## src/rtl/serial_pattern_detect.sv

```systemverilog
// Serial pattern detector.
// Qualified serial bits shift into a W-bit window that is compared against a
// loadable pattern under a loadable care-mask. Matches are reported as a
// registered one-cycle pulse and tallied in a saturating counter.
module serial_pattern_detect #(
  parameter int W     = 8,
  parameter int CNT_W = 8
) (
  input  logic             clock,
  input  logic             rst_n,
  input  logic             ser_in,
  input  logic             ser_valid,
  input  logic [W-1:0]     pattern,
  input  logic [W-1:0]     mask,
  input  logic             p_load,
  input  logic             overlap,
  input  logic             o_load,
  input  logic             count_clr,
  output logic             found,
  output logic [CNT_W-1:0] match_count
);

  localparam int FILL_W = $clog2(W + 1);
  localparam logic [FILL_W-1:0] FILL_FULL = FILL_W'(W);
  localparam logic [CNT_W-1:0]  CNT_MAX   = '1;

  // Counter increment that sticks at the all-ones value.
  function automatic logic [CNT_W-1:0] satInc(input logic [CNT_W-1:0] v);
    return (v == CNT_MAX) ? v : v + CNT_W'(1);
  endfunction

  // Fill count after one more sample, clamped at a full window.
  function automatic logic [FILL_W-1:0] fillSat(input logic [FILL_W-1:0] v);
    return (v == FILL_FULL) ? FILL_FULL : v + FILL_W'(1);
  endfunction

  logic [W-1:0]      patQ;
  logic [W-1:0]      mskQ;
  logic              ovlQ;
  logic [W-1:0]      srQ;
  logic [FILL_W-1:0] fillQ;

  logic [W-1:0]      srNext;
  logic [FILL_W-1:0] fillSample;
  logic [FILL_W-1:0] fillNext;
  logic [W-1:0]      maskedDiff;
  logic              windowFull;
  logic              isMatch;
  logic              anyLoad;

  // Window shift, fill tracking and match decision for the coming edge.
  always_comb begin
    srNext     = srQ;
    fillSample = fillQ;
    fillNext   = fillQ;
    maskedDiff = '0;
    windowFull = 1'b0;
    isMatch    = 1'b0;
    anyLoad    = p_load | o_load;

    if (ser_valid) begin
      // Newest bit enters at the MSB so bit 0 holds the oldest sample.
      srNext     = {ser_in, srQ[W-1:1]};
      fillSample = fillSat(fillQ);
    end

    // Old pattern/mask/mode govern this edge; a load suppresses any match
    // because the freshly loaded settings restart the window count.
    maskedDiff = (srNext ^ patQ) & mskQ;
    windowFull = (fillSample == FILL_FULL);
    isMatch    = ser_valid && !anyLoad && windowFull && (maskedDiff == '0);

    if (anyLoad) begin
      fillNext = '0;
    end else if (isMatch && !ovlQ) begin
      // Non-overlapping search: the next match needs W fresh samples.
      fillNext = '0;
    end else begin
      fillNext = fillSample;
    end
  end

  // Pattern and care-mask registers, loaded together.
  always_ff @(posedge clock) begin
    if (!rst_n) begin
      patQ <= '0;
      mskQ <= '1;
    end else if (p_load) begin
      patQ <= pattern;
      mskQ <= mask;
    end
  end

  // Search-mode register.
  always_ff @(posedge clock) begin
    if (!rst_n) begin
      ovlQ <= 1'b0;
    end else if (o_load) begin
      ovlQ <= overlap;
    end
  end

  // Sample window and fill counter; reset discards any partial window.
  always_ff @(posedge clock) begin
    if (!rst_n) begin
      srQ   <= '0;
      fillQ <= '0;
    end else begin
      srQ   <= srNext;
      fillQ <= fillNext;
    end
  end

  // Registered one-cycle match pulse.
  always_ff @(posedge clock) begin
    if (!rst_n) begin
      found <= 1'b0;
    end else begin
      found <= isMatch;
    end
  end

  // Saturating match counter; clear wins over a same-edge increment.
  always_ff @(posedge clock) begin
    if (!rst_n) begin
      match_count <= '0;
    end else if (count_clr) begin
      match_count <= '0;
    end else if (isMatch) begin
      match_count <= satInc(match_count);
    end
  end

endmodule

```

## config.mk

```make
export PLATFORM = sky130hd
export DESIGN_NAME = serial_pattern_detect
export DESIGN_NICKNAME = d
export VERILOG_FILES = /design/src/rtl/serial_pattern_detect.sv
export SDC_FILE = /design/constraint.sdc
export NUM_CORES = 1
export LEC_CHECK = 0
export CAP_MARGIN = 15
export CORE_UTILIZATION = 55
export DETAILED_ROUTE_END_ITERATION = 8
export GPL_TIMING_DRIVEN = 0
export PLACE_DENSITY = 0.89
export REMOVE_ABC_BUFFERS = 1
export SYNTH_ARGS = -nofsm -noshare
export SYNTH_HDL_FRONTEND = slang
export SYNTH_SLANG_ARGS = --single-unit
```

## constraint.sdc

```tcl
create_clock -name clock -period 4.2 [get_ports clock]
set_clock_uncertainty 0.1 [all_clocks]
set_input_delay 0.42 -clock clock [delete_from_list [all_inputs] [get_ports clock]]
set_output_delay 0.42 -clock clock [all_outputs]
set_load 0.02 [all_outputs]
```

=== After elaboration in Yosys (flattened, before gate mapping) ===
Index checks and enable logic that the tools add are counted.

* Add/subtract/negate cells: 2
* Equality and inequality tests: 3
* Muxes and demuxes: 3
* Bitwise operators: 5
* Reductions and logical operators: 10

{| class="wikitable"
|+ Operators with widths
! kind !! number
|-
| $add A8 B1 Y8 const B || 1
|-
| $and A8 B8 Y8 || 1
|-
| $eq A4 B4 Y1 const B || 2
|-
| $eq A8 B8 Y1 const B || 1
|-
| $logic_not A8 Y1 || 1
|-
| $mux W4 || 2
|-
| $mux W8 || 1
|-
| $xor A8 B8 Y8 || 1
|-
| $add A4 B1 Y4 const B || 1
|-
| $logic_and A1 B1 Y1 || 4
|-
| $reduce_or A3 Y1 || 1
|-
| $logic_not A1 Y1 || 2
|-
| $not A1 Y1 || 2
|-
| $reduce_and A2 Y1 || 1
|-
| $reduce_or A2 Y1 || 1
|-
| $or A1 B1 Y1 || 1
|}

* Register bits: 38
* Input port bits: 24
* Output and inout bits: 9
* Logic and storage cells: 30

=== Longest topological paths before layout ===
Gate-level depths: netlist (run 1).

* Word-level depth: 8
* Depth in mapped cells: 9
* Mapped depth without buffers: 8

=== Worst setup path before layout (run 1) ===
Ideal clock, no wire load.

* Path type: input -> register
* Start point: input port ser_valid
* End point: register match_count[2]
* Library setup time: 0.116 ns
* Arrival: 2.053 ns
* Required time: 3.984 ns
* Slack: 1.931 ns
* Stages: 9
* Buffers on the path: 3
* Path through: buf_6 > buf_12 > nand4_1 > xor2_1 > a2111o_1 > nor4_4 > buf_6 > a21oi_1 > a31o_1

* Longest elaborated chain between the ends: 6
* Elaborated cells on any way between the ends: 10
* Classes of those cells: eq/ne (1); mux (2); bitwise (2); reduce/logical (5)

{| class="wikitable"
|+ Ends and longest elaborated chain
! element !! line !! text
|-
| start: declaration || 12 || <nowiki>input logic ser_valid,</nowiki>
|-
| $mux W8 || 61 || <nowiki>if (ser_valid) begin</nowiki>
|-
| $xor A8 B8 Y8 || 69 || <nowiki>maskedDiff = (srNext ^ patQ) & mskQ;</nowiki>
|-
| $and A8 B8 Y8 || 69 ||
|-
| $logic_not A8 Y1 || 71 || <nowiki>isMatch = ser_valid && !anyLoad && windowFull && (maskedDiff == '0);</nowiki>
|-
| $logic_and A1 B1 Y1 (*) || 71 ||
|-
| $reduce_and A2 Y1 (no line) (*) || -- ||
|-
| end signal: assignment || 130 || <nowiki>match_count <= satInc(match_count);</nowiki>
|-
| end: declaration || 20 || <nowiki>output logic [CNT_W-1:0] match_count</nowiki>
|}

Every way passes the cells marked *; elsewhere a longest branch is shown, timed or not.
A chain may end at the register's enable or synchronous reset.

=== Worst setup path in the final report (run 1) ===
Ends and elaborated chain as after synthesis.

==> results of run 1 <==
==> synthesized netlist by cell type (3+ instances only) <==
master and instances:
sky130_fd_sc_hd__a211oi_1 3, sky130_fd_sc_hd__a21oi_1 4, sky130_fd_sc_hd__a31o_2 3, sky130_fd_sc_hd__and2b_1 4, sky130_fd_sc_hd__and3_1 4, sky130_fd_sc_hd__clkbuf_1 7
sky130_fd_sc_hd__dfxtp_1 38, sky130_fd_sc_hd__ha_1 3, sky130_fd_sc_hd__inv_1 4, sky130_fd_sc_hd__mux2i_1 31, sky130_fd_sc_hd__nand2_1 22, sky130_fd_sc_hd__nand2b_1 7
sky130_fd_sc_hd__nand4_1 5, sky130_fd_sc_hd__nor2_1 8, sky130_fd_sc_hd__nor2b_1 15, sky130_fd_sc_hd__xnor2_1 5
==> cell families (layout without fill, tap and decap cells) <==
logic type	count (synthesis)	count (layout)
flip-flops	38	38
buffers and inverters	14	44
XOR/XNOR	6	6
AND/OR/NAND/NOR	75	75
multiplexers	31	31
AO/OA/AOI/OAI	16	16
adder cells (fa/ha/maj)	3	3
==> final cells by class <==
cell class / instances / share of cell area (%)
multi-input cells: 131 / 44.2
flip-flops and latches: 38 / 35.0
repair buffers: 32 / 14.8
clock buffers: 7 / 2.54
well taps: 44 / 2.54
inverters: 4 / 0.692
clock inverters: 1 / 0.231
==> cell usage in the layout (no fill, tap or decap), drive strengths merged <==
cell            n
and4            1
dfxtp          38
a31o            4
a41o            1
and3            4
nand4           6
and3b           1
nor4            1
clkdlybuf4s50  32
o21ai           1
nand2b          7
a2111o          2
a221o           1
nor2b          15
clkbuf          7
mux2i          31
inv             4
nand3b          2
nor3            1
and2b           4
clkinv          1
xor2            1
a21oi           4
nand2          22
and2            2
xnor2           5
nor2            8
nand3           1
a211oi          3
ha              3
==> metal layers <==
layer / vias up / routed length (um) / global-route usage [%]
met5: - / 0 / 0
met4: 0 / 51 / 9.18
met3: 5 / 150 / 7.86
met2: 24 / 1740 / 39.0
met1: 647 / 1440 / 25.3
li1: 691 / - / -
==> stage by stage <==
stage               power, mW  hold WS, ps  cell area [um^2]  utilization (%)
CTS                     0.656          385              2170             70.5
global route            0.681          405              2170             70.5
detailed placement      0.459          366              2110             68.6
finish                  0.651          379              2170             70.5
global placement        0.455          357              2110             68.6
floorplan               0.420          331              1740                -
==> worst max-delay path by stage <==
| stage | endpoint | slack, ps | cells past startpoint |
|---|---|---|---|
| after global routing | match_count[2] | 870 | 7 |
| after CTS | match_count[2] | 1070 | 7 |
| after detailed placement | match_count[2] | 690 | 7 |
| after floorplan | match_count[2] | 1950 | 6 |
| after global placement | match_count[2] | 810 | 7 |
| final | match_count[2] | 1060 | 7 |
==> flip-flops by register name, summed over array words and instances, names as in the netlist <==
register / flops
patQ: 8
srQ: 8
fillQ: 4
found: 1
match_count: 8
mskQ: 8
ovlQ: 1
==> power by group through the flow <==
stage	combinational [mW]	sequential (mW)	clock, mW
6_report	0.0715	0.379	0.201
5_1_grt	0.0786	0.381	0.222
3_3_place_gp	0.0694	0.386	0
3_5_place_dp	0.0722	0.387	0
4_1_cts	0.0723	0.379	0.205
2_1_floorplan	0.0352	0.385	0
==> worst max-delay path: cells and delay by family <==
kind	cells	cell delay, ps
buffers and inverters	1	920
XOR/XNOR	1	220
AO/OA/AOI/OAI	3	830
AND/OR/NAND/NOR	2	900
==> impl_summary.md, run 1 <==
Finish
Cells with a size suffix above 1 make up 5.63% of the layout. The area used by sequential logic in the layout is 761 um^2. The area used by multi-input combinational logic is 960 um^2. At the end of the flow, the number of nets in the layout was 239. For this run, the number of standard cells in the final layout without fillers is 257. The antenna cell count is 0.

The number of filler instances in the final layout is 225. Relative to the synthesized area, the layout overhead comes to 20.3%.

Hold path
The endpoint of the worst hold path is fillQ[3]. The beginning of the worst hold path is ovlQ. The min-delay analysis places its worst path in the category flop to flop.

The instance count along the most critical hold path is 2.

Floorplan
The number of top-level design ports is 33. The initial utilization of the core area, before any placement, comes to 58.6%. The placeable core area is 3080 um^2. Row generation in the floorplan step produced 20 rows. The height of the die is 59.3 um.

The floorplan die width is 59.3 um. The die covers 3510 um^2.

Worst setup path
The worst reg2reg path depth is 7. The signal arrival time at the worst endpoint is 3300 ps. The critical path start-end classification is input port to flop. The critical path starts at ser_valid. The maximum net fanout on the critical path is 15. The setup check on the worst reg-to-reg path leaves a slack of 1650 ps. The largest incremental delay on the critical path is 920 ps. The reg-to-reg startpoint is fillQ[0].

The kind of end point of the critical path is a flop. The endpoint identified for the worst register-to-register timing path is match_count[2]. The worst setup path is launched from an input port.

Walking the worst path, the cells encountered are clkdlybuf4s50_1 > nand4_1 > xor2_1 > a2111o_1 > nor4_4 > a21oi_1 > a31o_1. The slowest stage of the critical path belongs to the cell sky130_fd_sc_hd__clkdlybuf4s50_1. For the worst setup path, the data required time is 4360 ps.

Clock network
The hold buffer count at CTS is 0. The clock reaches the later pin of the worst-skew pair after 350 ps. The CTS tree is built.

The count of instances resized after the clock tree is built is 0. Buffers added to address setup during post-CTS repair amount to 0. The sink count of the clock tree is 38. The clock buffer count from CTS is 5. No sink is reached through more buffers than the 2 on the longest clock path.

The H-tree was split into 2 levels. The buffer cell driving the clock tree root is sky130_fd_sc_hd__clkbuf_4. The clock slew at the register clock pins of the worst setup and hold paths is 110 ps.

Synth
After technology mapping, the gate count stands at 183. In this run the mean area of a mapped cell was 9.86 um^2. After synthesis, the netlist uses 32 different library cells. The synthesized netlist occupies a cell area of 1800 um^2. Sequential cells were found to cover 42.2% of the synthesized design area.

The parity-gate share of the synthesized area counting xor and xnor cells is 2.91%. The largest area contributor in the synthesized netlist is sky130_fd_sc_hd__dfxtp_1. Measured against the total synthesized area, the mux share comes to 17.2%. In this run the biggest area consumer among cell types represents 42.2% of the synthesized area. In this run, synthesis inferred 0 flip-flops with an integrated enable.

For this run, asynchronously set or reset flops after synthesis account for 0%. Yosys printed 0 warnings. The number of synthesized register bits is 38. The compound-cell area share of the yosys netlist is 6.93%. By area the synthesized netlist is led by sky130_fd_sc_hd__dfxtp_1, sky130_fd_sc_hd__mux2i_1, sky130_fd_sc_hd__nor2b_1. After Yosys synthesis, and, or, nand and nor cells account for 24.1% of the synthesized area. In the synthesized netlist the dominant register cell turns out to be sky130_fd_sc_hd__dfxtp_1. The combinational family with the most area after synthesis is simple AND/OR/NAND/NOR gates. The adder-cell area share of the yosys netlist is 2.08%.

Place
Detailed placement finished with a half-perimeter wire length of 2510 um. Routability-driven placement finished with a final weighted congestion of 0.790. The count of buffers from port buffering is 32. Including well taps, the total number of placed cells is 249. Before CTS, the worst setup slack after placement is 690 ps.

Power
The share of total power in combinational logic is 11.0%. The proportion of total power due to net switching is 23.9%. In this run the static leakage power is 0.943 nW.

In this run the power density over the cells is 300 nW/um^2. The portion of total power attributed to sequential cells is 58.2%. The net switching component of the power is 0.156 mW.

The maximum resistive drop on vdd is 0.224 mV. The total internal power is 0.495 mW. The clock network accounts for 30.9% of the total power.

STA
The remaining max-slew budget at the tightest pin is 37.6%. The max-slew violation total from the final report is 0. The worst setup slack after layout is 1060 ps. Setup repair after global routing left no endpoint under its margin. The number of hold-slack violations in the final timing report is 0. Setup violations remaining at the end of the flow were counted as 0. The highest attainable clock frequency is 318 MHz.

The final critical-path share of the clock period is 74.8%. The setup total negative slack is 0 ps. For the pin with the worst max-slew slack, the measured transition is 933 ps. The post-route minimum period is 3140 ps.

Detailed routing
Dividing the detail-routed via count by the number of cells gives 5.32. The detailed-route via count is 1367. The count of nets left with antenna violations once routing finished came out at 0. The first routing iteration left 77 violations. The first detailed-routing pass ran for 4 iterations. For this run, design rule violations remaining after detail routing come to 0.

The final layout contains routed wiring with a total length of 3380 um. In the final routed layout, each cell accounts on average for 13.1 um.

Global route
The global-route wire length before repair is 5750 um. Entering global routing, the biggest net connects 30 pins. The via count of the first global-routing pass was 1359. The global-route usage over all layers is 22.6%. The number of antenna violations at the first check in global routing is 0.

The sum of overflow across all layers after global routing is 0.

Status
The run finished with clean final reports.

Job
Across the run, the number of max-cap violations was 0.
Power figures use the tool's default switching activity.
==> run 2, diff against run 1 <==
--- a/config.mk
+++ b/config.mk
@@ -6,10 +6,10 @@
 export NUM_CORES = 1
 export LEC_CHECK = 0
 export CAP_MARGIN = 15
-export CORE_UTILIZATION = 55
+export CORE_UTILIZATION = 46
 export DETAILED_ROUTE_END_ITERATION = 8
 export GPL_TIMING_DRIVEN = 0
-export PLACE_DENSITY = 0.89
+export PLACE_DENSITY = 0.8
 export REMOVE_ABC_BUFFERS = 1
 export SYNTH_ARGS = -nofsm -noshare
 export SYNTH_HDL_FRONTEND = slang
==> constraint.sdc (replaced) <==
create_clock -name clock -period 2.75 [get_ports clock]
set_clock_uncertainty 0.1 [all_clocks]
set_input_delay 0.275 -clock clock [delete_from_list [all_inputs] [get_ports clock]]
set_output_delay 0.275 -clock clock [all_outputs]
set_load 0.02 [all_outputs]
==> impl_summary.md, run 2 (synthesis results as in run 1) <==
Place
The placer congestion estimate is 0.786 (-0.56%). The count of buffers from port buffering is 32 (unchanged). The half-perimeter wire length after placement came to 2320 um (-7.7%). The post-placement cell area came to 2120 um^2 (+0.24%). The minimum setup slack after placement was -568 ps (-1260 ps).

Finish
The number of filler instances in the final layout was 318 (+41%). The fraction of the core area covered by cells at the end of the flow was 59.3% (-11 points). The area used by multi-input combinational logic was 960 um^2 (unchanged). The ratio of cells with drive above 1 in the final layout came to 6.57% (+0.94 points). The antenna cell count was 0 (unchanged).

The final-stage net count is 239 (unchanged). The commonest non-fill, non-tap cell in the layout is sky130_fd_sc_hd__dfxtp_1. Compared with the post-synthesis result, the final layout area differs by 22.2%. In the layout the commonest cells are sky130_fd_sc_hd__dfxtp_1, sky130_fd_sc_hd__mux2i_1, sky130_fd_sc_hd__clkdlybuf4s50_1.

The area used by sequential logic in the layout is 761 um^2 (unchanged). The area of all placed cells without fillers is 2200 um^2 (+1.6%).

STA
The setup total negative slack was 0 ps (unchanged). The final critical-path share of the clock period is 91.1%. Setup repair after global routing left no endpoint under its margin. The slew at the pin closest to its max-slew limit came to 981 ps (+47.4 ps). The number of hold-slack violations in the final timing report was 0 (unchanged). Timing would allow up to 399 MHz. The max-slew violation total from the final report was 0 (unchanged). The remaining max-slew budget at the tightest pin is 34.6% (-3.0 points). The setup violation total in the final timing report was 0 (unchanged). The worst setup slack after layout was 245 ps (-814 ps).

The post-route minimum period is 2510 ps.

Hold path
The class of the most critical hold timing path is flop to flop.

Power
The post-layout total power is 1.09 mW (+68%). The net switching component of the power is 0.260 mW (+67%). The portion of total power attributed to sequential cells came to 53.0% (-5.2 points).

The maximum resistive drop on vdd was 0.294 mV (+31%). The portion of total power attributed to the clock network came to 37.1% (+6.2 points). The areal power density over the cells is 495 nW/um^2 (+65%). The proportion of total power due to net switching came to 23.8% (-0.15 points).

The total internal power is 0.832 mW (+68%). The static leakage was 0.956 nW (+1.4%). The share of total power in combinational logic is 9.9% (-1.1 points).

Clock network
The number of setup buffers added after CTS is 0 (unchanged). The tree is rooted in a sky130_fd_sc_hd__clkbuf_8. The hold buffer count at CTS was 0 (unchanged).

The clock slew at the register clock pins of the worst setup and hold paths was 80 ps (-30 ps). The clock buffer count from CTS is 5 (unchanged). The H-tree depth is 2 (unchanged). The sink count of the clock tree came to 38 (unchanged). The insertion delay of the later-clocked pin in the worst-skew pair is 300 ps (-50 ps).

The maximum buffer depth of the clock tree is 2 (unchanged). TritonCTS built the clock tree.

Worst setup path
The largest incremental delay on the critical path is 610 ps (-310 ps). The worst setup path is launched from a flop. The worst setup path is of the flop to flop kind. The endpoint of the most critical setup path is match_count[2]. The endpoint identified for the worst register-to-register timing path is match_count[2].

The number of stages on the worst setup path came to 7 (unchanged). The setup slack of the most critical reg-to-reg path is 240 ps (-1410 ps). Walking the worst path, the cells encountered are inv_1 > ha_1 > nand3b_1 > a2111o_1 > nor4_4 > a21oi_1 > a31o_1. The required time of the critical path is 2850 ps (-1510 ps).

The maximum net fanout on the critical path is 11 (-4). The signal arrival time at the worst endpoint is 2610 ps (-690 ps). The kind of end point of the critical path is a flop. The number of buffer and inverter stages on the critical path is 1 (unchanged). The cell class contributing the biggest share of worst-path delay is simple AND/OR/NAND/NOR gates. The worst reg2reg path depth is 7 (unchanged). The critical path startpoint is fillQ[0]. The worst register-to-register path begins at fillQ[0]. For this design, the slowest cell found on the critical path is sky130_fd_sc_hd__nor4_4.

Job
The number of maximum-capacitance violations was 0 (unchanged).

Floorplan
The height of the die is 64.6 um (+9.0%). The starting utilization of the core area is 48.6% (-10 points). The floorplan die width was 64.6 um (+9.0%). The placeable core area is 3720 um^2 (+21%). The area of the die is 4180 um^2 (+19%). The number of rows in the core area is 22 (+10%). The number of top-level design ports is 33 (unchanged).

Detailed routing
The average vias per placed instance is 5.10 (-4.1%). The initial DRC count is 64 (-17%). The detailed-routing wirelength on met1 is 1520 um (+6.0%). The detailed-route via count is 1332 (-2.6%). The number of iterations in the first detailed-routing pass was 7 (+3).

The wire length on met2 is 1490 um (-14%). The routed wire length is 3260 um (-3.6%). The detail-routed net length per standard cell is 12.5 um (-5.0%). The number of DRC violations after detailed routing is 0 (unchanged). The residual antenna-violating net count after detailed routing is 0 (unchanged). The routed length on met3 is 189 um (+26%). Signal routing reaches up to met4.

Global route
The via count of the first global-routing pass is 1223 (-10%). The number of antenna violations at the first check in global routing is 0 (unchanged). The maximum number of pins on one net before global-route repair came to 30 (unchanged). The global-route usage over all layers is 17.4% (-5.2 points). The global-route wire length before repair is 5460 um (-5.2%). The sum of overflow across all layers after global routing is 0 (unchanged).

Status
The flow ran to the end, and the final reports show no timing, DRC or antenna violations.
run 2: metrics by stage:
stage | hold WS, ps | std cells
floorplan | 237 | 173
global placement | 354 | 253
detailed placement | 356 | 253
CTS | 370 | 261
global route | 395 | 261
finish | 369 | 261
run 2: repair_timing:
| item | 4_1_cts | 5_1_grt |
|---|---|---|
| resized for setup | 3 | 1 |
| hold endpoints to repair | 0 | 0 |
| pin swaps | 0 | 0 |
| setup endpoints to repair | 10 | 8 |
run 2: worst min-delay path by stage:
stage | to | slack [ps] | startpoint | cells past startpoint
final | fillQ[3] | 370 | ovlQ | 2
after global routing | fillQ[3] | 400 | ovlQ | 2
after CTS | fillQ[3] | 370 | ovlQ | 2
after detailed placement | fillQ[3] | 360 | ovlQ | 2
after global placement | fillQ[3] | 350 | ovlQ | 2
after floorplan | mskQ[0] | 240 | rst_n | 1
run 2: power by group through the flow:
stage	combinational, mW	clock [mW]	sequential, mW
2_1_floorplan	0.0537	0	0.588
3_3_place_gp	0.109	0	0.590
3_5_place_dp	0.111	0	0.591
4_1_cts	0.110	0.414	0.578
5_1_grt	0.119	0.431	0.580
6_report	0.108	0.405	0.578
run 2: worst reg2reg max path, cell delays in order, from the launching register on:
cell	delay, ps
sky130_fd_sc_hd__dfxtp_1	430
sky130_fd_sc_hd__inv_1	90
sky130_fd_sc_hd__ha_1	310
sky130_fd_sc_hd__nand3b_1	150
sky130_fd_sc_hd__a2111o_1	370
sky130_fd_sc_hd__nor4_4	610
sky130_fd_sc_hd__a21oi_1	160
sky130_fd_sc_hd__a31o_1	200
run 2: cell type report:
class | instances | share of cell area (%)
well taps | 48 | 2.72
inverters | 4 | 0.681
clock buffers | 6 | 3.75
flip-flops and latches | 38 | 34.5
multi-input cells | 131 | 43.5
repair buffers | 32 | 14.2
clock inverters | 2 | 0.568
run 2: layer usage:
layer | GRT usage, % | vias to the layer above
met2 | 27.1 | 36
met1 | 21.5 | 600
met5 | 0 | -
li1 | - | 692
met4 | 8.33 | 0
met3 | 5.81 | 4
==> run 3, diff against run 2 <==
--- a/config.mk
+++ b/config.mk
@@ -6,6 +6,7 @@
 export NUM_CORES = 1
 export LEC_CHECK = 0
 export CAP_MARGIN = 15
+export CORE_MARGIN = 2
 export CORE_UTILIZATION = 46
 export DETAILED_ROUTE_END_ITERATION = 8
 export GPL_TIMING_DRIVEN = 0
==> impl_summary.md, run 3 (synthesis results as in run 1) <==
Status
The run finished with clean final reports.

Finish
The relative area change from synthesis to final layout is 23.0%. The library cell used most frequently in the layout, excluding fill and tap cells, is sky130_fd_sc_hd__dfxtp_1. The final-stage net count is 239 (unchanged). The antenna cell count is 0 (unchanged). The ratio of cells with drive above 1 in the final layout was 6.57% (unchanged). The top cell types in the final layout, fill and taps aside, are sky130_fd_sc_hd__dfxtp_1, sky130_fd_sc_hd__mux2i_1, sky130_fd_sc_hd__clkdlybuf4s50_1.

The final instance count without filler cells is 261 (unchanged).

Worst setup path
The worst register-to-register path ends at match_count[2]. The critical path ends at match_count[2]. The reg-to-reg startpoint is fillQ[0]. The maximum net fanout on the critical path was 11 (unchanged).

The critical path start-end classification is flop to flop. The required time of the critical path is 2830 ps (-20 ps). The critical path startpoint is fillQ[0]. The setup slack of the most critical reg-to-reg path is 270 ps (+30 ps).

The launching element type of the critical path is a flop. The kind of end point of the critical path is a flop. The worst reg2reg path depth is 7 (unchanged).

The signal arrival time at the worst endpoint is 2560 ps (-50 ps).

Power
The post-layout total power came to 1.12 mW (+3.0%). The net switching component of the power is 0.240 mW (-7.5%). The static leakage came to 0.967 nW (+1.1%). The areal power density over the cells is 506 nW/um^2 (+2.3%). The share of total power in combinational logic is 9.6% (-0.3 points). The portion of total power attributed to sequential cells came to 51.5% (-1.5 points). The proportion of total power due to net switching is 21.4% (-2.4 points).

The maximum resistive drop on vdd is 0.323 mV (+9.6%). The total internal power is 0.884 mW (+6.2%). The portion of total power attributed to the clock network came to 38.9% (+1.8 points).

Global route
The maximum number of pins on one net before global-route repair was 30 (unchanged). The global routing met1 resource utilization is 20.1% (-1.4 points). The met3 demand-to-capacity share in global routing is 4.56% (-1.2 points).

The global-route layer with the greatest usage is met2. The met2 track demand over resource is 26.3% (-0.86 points). The via count of the first global-routing pass came to 1263 (+3.3%). The sum of overflow across all layers after global routing is 0 (unchanged). The number of antenna violations at the first check in global routing is 0 (unchanged). The global-route wire length before repair was 5440 um (-0.37%). The global-route usage over all layers is 16.1% (-1.3 points).

Detailed routing
The detailed-route via count is 1332 (unchanged). The average vias per placed instance was 5.10 (unchanged). The routed wire length is 3220 um (-1.3%). The residual antenna-violating net count after detailed routing came to 0 (unchanged). The detail-routed net length per standard cell is 12.3 um (-1.3%). The number of DRC violations after detailed routing is 0 (unchanged).

The initial DRC count is 98 (+53%). The number of iterations in the first detailed-routing pass is 4 (-3).

STA
The post-route minimum period is 2480 ps (-25.9 ps). The worst-case hold slack is 382 ps (+12.4 ps). The max-slew violation total from the final report is 0 (unchanged).

The slew at the pin closest to its max-slew limit is 965 ps (-15.8 ps). Setup repair after global routing left no endpoint under its margin. The final critical-path share of the clock period is 90.2% (-0.94 points). The setup violation total in the final timing report is 0 (unchanged). The highest attainable clock frequency is 403 MHz (+1.0%). The remaining max-slew budget at the tightest pin was 35.7% (+1.1 points). The number of hold-slack violations in the final timing report came to 0 (unchanged).

Clock network
The maximum buffer depth of the clock tree is 2 (unchanged). TritonCTS built the clock tree. The insertion delay of the later-clocked pin in the worst-skew pair was 280 ps (-20 ps). The number of setup buffers added after CTS is 0 (unchanged). The H-tree depth is 2 (unchanged). The sink count of the clock tree came to 38 (unchanged). The buffer cell driving the clock tree root is sky130_fd_sc_hd__clkbuf_8. The clock buffer count from CTS came to 5 (unchanged). The clock slew at the register clock pins of the worst setup and hold paths came to 70 ps (about the same).

Job
The number of maximum-capacitance violations came to 0 (unchanged).

Floorplan
The number of rows in the core area was 22 (unchanged). The area of the die is 4440 um^2 (+6.3%). The height of the die was 66.6 um (+3.1%). The floorplan die width came to 66.6 um (+3.1%).

The starting utilization of the core area is 48.6% (unchanged). The number of top-level design ports came to 33 (unchanged). The placeable core area is 3720 um^2 (unchanged).

Hold path
The min-delay analysis places its worst path in the category flop to flop.

Place
The half-perimeter wire length after placement is 2280 um (-1.7%). The post-placement cell count is 253 (unchanged). The count of buffers from port buffering is 32 (unchanged). The placer congestion estimate is 0.779 (-0.94%).
run 3: timing repair:
item	CTS	global route
hold buffers	0	0
endpoints found under the setup margin	8	8
gates resized for setup	2	2
gates cloned	0	0
run 3: power by group through the flow:
stage | Clock, mW | Combinational, mW | Sequential [mW]
after floorplan | 0 | 0.0537 | 0.588
after global placement | 0 | 0.109 | 0.590
after detailed placement | 0 | 0.111 | 0.591
after CTS | 0.453 | 0.111 | 0.578
after global routing | 0.469 | 0.120 | 0.581
final | 0.437 | 0.108 | 0.578
run 3: through the flow:
stage                     TNS, ps  area [um^2]  util, %  worst slack, ps
after floorplan                 0         1740        -              525
after global placement      -4090         2120     56.9             -535
after detailed placement    -4220         2120     56.9             -555
after CTS                       0         2220     59.8             1.69
after global routing            0         2220     59.7             93.7
final                           0         2220     59.7              271
run 3: critical path, cell delays in order, from the launching register on:
cell                       delay [ps]
sky130_fd_sc_hd__dfxtp_1          410
sky130_fd_sc_hd__inv_1             90
sky130_fd_sc_hd__ha_1             310
sky130_fd_sc_hd__nand3b_1         160
sky130_fd_sc_hd__a2111o_1         370
sky130_fd_sc_hd__nor4_4           610
sky130_fd_sc_hd__a21oi_1          140
sky130_fd_sc_hd__a31o_1           200
run 3: layout make-up:
type | instances | area (um^2)
inverter | 4 | 15.0
multi-input combinational | 131 | 960
fill | 341 | 1500
tap | 48 | 60.1
timing repair buffer | 32 | 314
sequential | 38 | 761
clock buffer | 8 | 110
run 3: layer usage:
layer | routed length (um) | share of wire [%]
met5 | 0 | 0
met4 | 57 | 1.8
met3 | 135 | 4.2
met2 | 1490 | 46
met1 | 1540 | 48
run 3: worst min path at each step:
stage | start | depth (start not counted) | endpoint
after floorplan | rst_n | 1 | mskQ[0]
after global placement | mskQ[2] | 2 | mskQ[2]
after detailed placement | mskQ[4] | 2 | mskQ[4]
after CTS | mskQ[4] | 2 | mskQ[4]
after global routing | match_count[4] | 2 | match_count[4]
final | mskQ[7] | 2 | mskQ[7]
